[src/rtl/sbus_mem_requester.sv]
// MBOX-side SBUS requester: one quad-word read/write per request, per-word ACKN/VALID tracking,
// read parity check and a no-response timeout. Accept -> ADDR -> START -> XFER -> RSP, one request in flight.
module sbus_mem_requester #(
  parameter int ADDR_W  = 22,
  parameter int TIMEOUT = 64
) (
  input  logic                   clk,
  input  logic                   reset,
  input  logic                   reqValid,
  output logic                   reqReady,
  input  logic [ADDR_W-1:0]      reqAddr,
  input  logic [3:0]             reqMask,
  input  logic                   reqRead,
  input  logic                   reqWrite,
  input  logic [3:0][35:0]       reqWData,
  output logic                   startA,
  output logic                   startB,
  output logic                   rdRq,
  output logic                   wrRq,
  output logic [3:0]             rq,
  output logic [ADDR_W-1:0]      adr,
  output logic                   adrHold,
  input  logic                   acknA,
  input  logic                   acknB,
  input  logic                   validInA,
  input  logic                   validInB,
  input  logic [35:0]            dIn,
  input  logic                   parIn,
  output logic [35:0]            dOut,
  output logic                   validOutA,
  output logic                   validOutB,
  output logic                   rspValid,
  output logic [3:0][35:0]       rspData,
  output logic [3:0]             rspParErr,
  output logic                   rspErr
);

  // MBUS address bit 33 (bit 35 is the LSB) carries weight 4 in the word address.
  localparam int PHASE_BIT = 2;

  typedef enum logic [2:0] {IDLE, ADDR, START, XFER, RSP} state_t;

  state_t           state;
  logic             phaseB;
  logic             isRead;
  logic [3:0]       pending;
  logic [3:0][35:0] wdata;
  logic [7:0]       toCnt;

  logic       ackn, valid, consume, parOk;
  logic [1:0] curIdx, nextIdx;
  logic [3:0] pendingNext;

  assign ackn    = phaseB ? acknB : acknA;
  assign valid   = phaseB ? validInB : validInA;
  assign consume = isRead ? valid : ackn;
  assign parOk   = ^{dIn, parIn};

  always_comb begin
    curIdx = 2'd0;
    for (int i = 3; i >= 0; i--)
      if (pending[i]) curIdx = 2'(i);
  end

  assign pendingNext = consume ? (pending & ~(4'b0001 << curIdx)) : pending;

  always_comb begin
    nextIdx = 2'd0;
    for (int i = 3; i >= 0; i--)
      if (pendingNext[i]) nextIdx = 2'(i);
  end

  always_ff @(posedge clk or negedge reset) begin
    if (!reset) begin
      state     <= IDLE;
      reqReady  <= 1'b1;
      phaseB    <= 1'b0;
      isRead    <= 1'b0;
      pending   <= '0;
      wdata     <= '0;
      toCnt     <= '0;
      startA    <= 1'b0;
      startB    <= 1'b0;
      rdRq      <= 1'b0;
      wrRq      <= 1'b0;
      rq        <= '0;
      adr       <= '0;
      adrHold   <= 1'b0;
      dOut      <= '0;
      validOutA <= 1'b0;
      validOutB <= 1'b0;
      rspValid  <= 1'b0;
      rspData   <= '0;
      rspParErr <= '0;
      rspErr    <= 1'b0;
    end else begin
      case (state)
        IDLE: begin
          if (reqValid && reqReady) begin
            reqReady  <= 1'b0;
            rspData   <= '0;
            rspParErr <= '0;
            phaseB    <= reqAddr[PHASE_BIT];
            isRead    <= reqRead;
            pending   <= reqMask;
            wdata     <= reqWData;
            if (reqRead == reqWrite || reqMask == 4'd0) begin
              // Nothing to put on the bus; only a bad cycle type is an error.
              state    <= RSP;
              rspValid <= 1'b1;
              rspErr   <= (reqRead == reqWrite);
            end else begin
              state   <= ADDR;
              rspErr  <= 1'b0;
              adr     <= reqAddr;
              rq      <= reqMask;
              rdRq    <= reqRead;
              wrRq    <= reqWrite;
              adrHold <= 1'b1;
            end
          end
        end

        ADDR: begin
          adrHold <= 1'b0;
          state   <= START;
          toCnt   <= '0;
          startA  <= ~phaseB;
          startB  <= phaseB;
          if (!isRead) begin
            dOut      <= wdata[curIdx];
            validOutA <= ~phaseB;
            validOutB <= phaseB;
          end
        end

        START, XFER: begin
          if (isRead && valid) begin
            rspData[curIdx]   <= dIn;
            rspParErr[curIdx] <= ~parOk;
          end
          pending <= pendingNext;
          if (pendingNext == 4'd0 || (!(ackn || valid) && toCnt == 8'(TIMEOUT - 1))) begin
            // Completion or abort: drop every request-side line and report.
            state     <= RSP;
            rspValid  <= 1'b1;
            rspErr    <= (pendingNext != 4'd0);
            startA    <= 1'b0;
            startB    <= 1'b0;
            rdRq      <= 1'b0;
            wrRq      <= 1'b0;
            rq        <= '0;
            dOut      <= '0;
            validOutA <= 1'b0;
            validOutB <= 1'b0;
          end else if (ackn || valid) begin
            toCnt <= '0;
            if (!isRead) dOut <= wdata[nextIdx];
            if (ackn) begin
              startA <= 1'b0;
              startB <= 1'b0;
              state  <= XFER;
            end
          end else begin
            toCnt <= toCnt + 8'd1;
          end
        end

        RSP: begin
          rspValid <= 1'b0;
          reqReady <= 1'b1;
          state    <= IDLE;
        end

        default: state <= IDLE;
      endcase
    end
  end

endmodule
[config.mk]
export PLATFORM = sky130hd
export DESIGN_NAME = sbus_mem_requester
export DESIGN_NICKNAME = d
export VERILOG_FILES = /design/src/rtl/sbus_mem_requester.sv
export SDC_FILE = /design/constraint.sdc
export NUM_CORES = 1
export LEC_CHECK = 0
export CAP_MARGIN = 10
export CORE_MARGIN = 3
export CORE_UTILIZATION = 50
export DETAILED_ROUTE_END_ITERATION = 16
export HOLD_SLACK_MARGIN = 0.05
export PLACE_DENSITY = 0.91
export SYNTH_ARGS = -nofsm -noshare
export SYNTH_HDL_FRONTEND = slang
export SYNTH_SLANG_ARGS = --single-unit
[constraint.sdc]
create_clock -name clk -period 3.2 [get_ports clk]
set_clock_uncertainty 0.2 [all_clocks]
set_input_delay 0.48 -clock clk [delete_from_list [all_inputs] [get_ports clk]]
set_output_delay 0.48 -clock clk [all_outputs]
set_load 0.1 [all_outputs]
==> Word level (Yosys, flattened, before mapping) <==
Index checks and enable logic that the tools add are counted.
{ "word_totals": {"register_bits": 381, "input_bits": 216, "out_inout_bits": 220, "elab_cells": 163} }
{ "op_classes": {"add_sub_neg": 1, "n_lt_le_gt_ge": 3, "n_eq_ne": 16, "shifts": 1, "muxes": 77, "n_bitwise": 5, "n_reduce_logical": 33} }
{ "ops": {"columns": ["operator", "n"], "rows": [
  ["144-bit 2-to-1 mux", 2],
  ["144-bit one-hot mux with 2 select lines", 1],
  ["36-bit 2-to-1 mux", 7],
  ["36-bit binary-select mux with 2-bit select", 2],
  ["144-bit bitwise mux", 1],
  ["36-bit demux with 2-bit select", 1],
  ["36-bit one-hot mux with 2 select lines", 1],
  ["37-bit XOR reduction", 1],
  ["4-bit 2-to-1 mux", 7],
  ["4-bit one-hot mux with 2 select lines", 3],
  ["1-bit 2-to-1 mux", 23],
  ["3-bit AND reduction", 7],
  ["1-bit one-hot mux with 2 select lines", 9],
  ["2-bit 2-to-1 mux", 8],
  ["8-bit 2-to-1 mux", 2],
  ["8-bit one-hot mux with 2 select lines", 1],
  ["3-bit 2-to-1 mux", 5],
  ["2-bit inequality test, second input constant", 7],
  ["4-bit AND reduction", 3],
  ["3-bit inequality test, second input constant", 3],
  ["3-bit one-hot mux with 3 select lines", 1],
  ["8-bit by 1-bit adder with 8-bit output, second input constant", 1],
  ["8-bit by 6-bit equality test with 1-bit output, second input constant", 1],
  ["4-bit zero test", 2],
  ["22 further kinds", 37]
]} }

==> Longest topological paths before layout <==
{ "depth": {"depth_word": 18, "ltp_mapped": 10, "ltp_nobuf": 7} }

==> Worst setup path after synthesis <==
No wires, ideal clock.
{ "synth_timing": {"path_kind": "reg2reg", "startpoint": "register reqReady", "endpoint": "register adr[0]", "setup_ns": 0.125, "arrival_ns": 2.239, "required_ns": 2.875, "path_slack_ns": 0.635, "path_stages_with_launch": 5, "n_path_buf": 1, "synth_period_minus_slack_ns": 2.565, "cell_sequence": "dfstp_2 > nand3_1 > nor2_1 > buf_2 > mux2_2"} }
{ "synth_between": {"elab_chain_cells": 2} }
{ "synth_lines": {"columns": ["item", "line_no", "text"], "rows": [
  ["from (decl)", "10", "output logic reqReady,"],
  ["from (signal assigned)", "76", "reqReady <= 1'b1;"],
  ["from (signal assigned)", "100", "reqReady <= 1'b0;"],
  ["from (signal assigned)", "171", "reqReady <= 1'b1;"],
  ["1-bit logical AND", "99", "if (reqValid && reqReady) begin"],
  ["3-bit AND reduction (no line)", null, null],
  ["to (signal assigned)", "115", "adr <= reqAddr;"],
  ["to (decl)", "21", "output logic [ADDR_W-1:0] adr,"]
]} }
No other way between the ends.
A chain may end at the register's enable or synchronous reset.

==> Worst setup path after layout <==
{ "layout_timing": {"startpoint": "register phaseB", "endpoint": "register dOut[31]"} }
{ "layout_between": {"elab_chain_cells": 13, "word_cells_on_any_way": 22, "cone_classes": "eq/ne (2); mux (14); reduce/logical (6)"} }
{ "layout_lines": {"columns": ["item", "line_no", "text"], "rows": [
  ["from (decl)", "44", "logic phaseB;"],
  ["from (signal assigned)", "103", "phaseB <= reqAddr[PHASE_BIT];"],
  ["1-bit 2-to-1 mux, on equally long branches", "54, 55", null],
  ["1-bit 2-to-1 mux", "56", "assign consume = isRead ? valid : ackn;"],
  ["4-bit 2-to-1 mux", "65", "assign pendingNext = consume ? (pending & ~(4'b0001 << curIdx)) : pending;"],
  ["2-bit 2-to-1 mux (4 in series)", "70", "if (pendingNext[i]) nextIdx = 2'(i);"],
  ["36-bit binary-select mux with 2-bit select", "158", "if (!isRead) dOut <= wdata[nextIdx];"],
  ["36-bit 2-to-1 mux (not written as such)", "158", null],
  ["36-bit 2-to-1 mux", "158", null],
  ["36-bit 2-to-1 mux", "156", "end else if (ackn || valid) begin"],
  ["36-bit 2-to-1 mux", "143", "if (pendingNext == 4'd0 || (!(ackn || valid) && toCnt == 8'(TIMEOUT - 1))) begin"],
  ["36-bit one-hot mux with 2 select lines", "97", "case (state)"],
  ["to (signal assigned)", "131", "dOut <= wdata[curIdx];"],
  ["to (signal assigned)", "158", null],
  ["to (decl)", "29", "output logic [35:0] dOut,"]
]} }
Several ways; a longest one is shown, not always the timed one. The select of a mux whose other input is x is not followed.

==> insert_results.sql <==
INSERT INTO impl_metrics (metric_group, metric, value, unit) VALUES
('sta', 'grt_setup_unrepaired', 'false', ''),
('grt', 'globalRouteTotalUtil', '31.4', '%'),
('power', 'vdd.ir_drop.worst', '0.990', 'mV'),
('logic_synthesis', 'synth_largest_area_cell', 'dfrtp_1', ''),
('clock_tree', 'cts_root_buf', 'clkbuf_16', ''),
('cells_and_area', 'fin_nets', '2429', ''),
('power', 'cell_internal_pwr', '13.1', 'mW'),
('logic_synthesis', 'ys_ff_latch', '381', ''),
('clock_tree', 'postCtsResizedCells', '0', ''),
('floorplanning', 'start_util', '50.9', '%'),
('logic_synthesis', 'synth_enable_flop_cells', '0', ''),
('critical_path', 'crit_path_arrival_time', '3110', 'ps'),
('grt', 'first_pass_grt_wire_length', '96500', 'um'),
('routing', 'routed_via_density', '6.40', ''),
('cells_and_area', 'post_route_cells_drive_above_1_share', '18.2', '%'),
('clock_tree', 'tritoncts', 'yes', ''),
('clock_tree', 'cts_num_sinks', '381', ''),
('sta', 'max_slew_margin', '16.7', '%'),
('floorplanning', 'fp.dieArea', '37600', 'um2'),
('cells_and_area', 'multi_input_area', '7560', 'um2'),
('logic_synthesis', 'postSynth.topFlopCell', 'dfrtp_1', ''),
('cells_and_area', 'fillerInstances', '2472', ''),
('clock_tree', 'post_cts.repair.setup_buffers', '0', ''),
('routing', 'drt_pass1_iterations', '6', ''),
('clock_tree', 'cts_max_level', '2', ''),
('power', 'power_frac_clock', '18.1', '%'),
('critical_path', 'timing_worst_setup_path_type', 'flop to flop', ''),
('critical_path', 'endpoint_kind', 'flop', ''),
('floorplanning', 'std_cell_rows', '68', ''),
('critical_path', 'start_kind', 'flop', ''),
('floorplanning', 'placeableCoreArea', '34700', 'um2'),
('floorplanning', 'die_h', '194', 'um'),
('cells_and_area', 'syn_to_final_growth', '33.5', '%'),
('critical_path', 'timing.critical_path.fanout_max', '15', ''),
('clock_tree', 'clkSlewWorstSetupHoldPaths', '60', 'ps'),
('placed_design', 'routabilityCongestion', '0.901', ''),
('logic_synthesis', 'synthesis.nets', '2035', ''),
('logic_synthesis', 'netlist-cell-type-count', '62', ''),
('run_status', 'outcome', 'finished, final reports clean', ''),
('placed_design', 'dp_hpwl', '40700', 'um'),
('power', 'static-leakage-power', '11.0', 'nW'),
('logic_synthesis', 'seq_area_frac_synth', '54.0', '%'),
('sta', 'tightest_slew', '1240', 'ps'),
('routing', 'drt_iter0_markers', '2316', ''),
('routing', 'vias', '17200', ''),
('power', 'powerDensity', '1120', 'nW/um2'),
('grt', 'globalRoute.totalOverflow', '0', ''),
('power', 'power.combinational.fraction', '51.5', '%'),
('logic_synthesis', 'yosys.area.top_type_share', '53.8', '%'),
('logic_synthesis', 'async_reset_ff_share', '100', '%'),
('routing', 'route.detailed.drc', '0', ''),
('cells_and_area', 'layout_common_cells', 'nand2_1 (468), dfrtp_1 (376), buf_4 (272), clkdlybuf4s50_1 (214), o21ai_0 (159)', ''),
('cells_and_area', 'layout_commonest_cell', 'nand2_1', ''),
('routing', 'drt-wirelength-per-cell', '22.8', 'um'),
('sta', 'finalSetupViolCount', '0', ''),
('clock_tree', 'skew_pair_late_insertion_delay', '520', 'ps'),
('grt', 'antenna_found_initial', '3', ''),
('power', 'power.switching', '13.4', 'mW'),
('clock_tree', 'post_cts_hold_buffer_count', '1', ''),
('routing', 'postRouteAntennaNets', '0', ''),
('clock_tree', 'cts_max_path_buffers', '3', ''),
('sta', 'setup_tns', '0', 'ps'),
('hold_path', 'min_path_type', 'input port to flop', ''),
('power', 'seq_power_share', '30.4', '%'),
('logic_synthesis', 'synth.cell_area', '17700', 'um2'),
('logic_synthesis', 'synth_top_cells_by_area', 'dfrtp_1 (54%), nand2_1 (9.9%), a22o_1 (7.6%), o21ai_0 (4.5%), a22oi_1 (4.5%)', ''),
('grt', 'grt_max_degree', '147', ''),
('cells_and_area', 'register_area', '9550', 'um2'),
('clock_tree', 'numCtsBuffers', '40', ''),
('critical_path', 'timing.critical_path.required', '3430', 'ps'),
('logic_synthesis', 'number_of_warning_messages_in_the_yosys_log', '0', '');
## logic make-up (layout without fill, tap and decap cells)
logic type / after synthesis / after routing / synth area share [%]
other cells: 0 / 1 / 0
xor+xnor: 38 / 38 / 1.96
flops: 381 / 381 / 54.0
buf+inv: 164 / 583 / 3.80
simple gates: 607 / 607 / 14.5
fa+ha+maj: 1 / 1 / 0.0708
compound gates: 597 / 597 / 23.7
mux: 30 / 30 / 2.02
## state kept, by name, indices dropped and copies added (netlist names), 3 cells and up
signal / count
rspData: 144
wdata: 144
dOut: 36
adr: 22
toCnt: 8
pending: 4
rq: 4
rspParErr: 4
state: 3
## worst paths after layout
path | from | end | slack (ps) | cells past startpoint
setup / recovery | phaseB | dOut[31] | 320 | 7
hold / removal | reqWData[44] | wdata[44] | 280 | 3
setup reg to reg | phaseB | dOut[31] | 320 | 7
hold reg to reg | rspData[107] | rspData[107] | 290 | 2
max in group asynchronous | reset | wdata[56] | 1470 | 3
min in group asynchronous | reset | rspData[7] | 380 | 2
## cell usage after synthesis (all sizes together), types with 2 or more instances
cell / number
o2111ai: 2
mux2: 25
nor3b: 3
nand2b: 3
and2: 2
nand2: 468
a21oi: 11
a22oi: 105
a211oi: 2
xnor2: 29
a22o: 153
o311ai: 35
nor3: 43
or2: 2
nor2: 14
mux2i: 4
nor2b: 8
xor2: 8
nor4: 39
a32o: 2
clkbuf: 119
o2bb2ai: 35
buf: 32
and3: 5
o21ai: 236
dfrtp: 380
o22ai: 4
and3b: 2
nand4: 5
inv: 13
nand3: 11
## critical path: stages, from the launching register on
cell	delay (ps)
dfrtp_1	540
mux4_2	700
o2111ai_1	230
nand3_1	230
nor4_4	240
buf_4	300
o21ai_0	150
o21ai_1	200
## per-stage QoR
stage,instance area [um2],setup slack (ps),util [%],std cells
2_1_floorplan,17700,635,-,1818
3_3_place_gp,22200,161,64.0,2624
3_5_place_dp,22200,77.5,64.0,2624
4_1_cts,23600,393,67.9,2692
5_1_grt,23600,247,67.9,2693
6_report,23600,319,67.9,2693
## power by group through the flow
stage                     combinational (mW)  clock, mW  sequential, mW
after floorplan                         5.04          0            12.5
after global routing                    14.4       5.03            8.19
after detailed placement                13.4          0            8.00
after CTS                               13.5       4.83            7.96
final                                   13.6       4.78            8.05
after global placement                  13.1          0            7.90
## cell type report
type / count / area share, %
Multi-Input combinational cell: 1273 / 32.0
Inverter: 13 / 0.207
Timing Repair Buffer: 503 / 19.1
Antenna cell: 1 / 0.0106
Sequential cell: 381 / 40.5
Clock inverter: 13 / 0.738
Clock buffer: 54 / 4.98
Tap cell: 455 / 2.41
## layer usage
layer	up-vias	track usage (%)	routed length, um
li1	7376	-	-
met1	8342	41.5	22900
met2	1287	51.8	29400
met3	228	6.12	6680
met4	4	11.8	2450
met5	-	0	22
(Power assumes the default switching activity.)
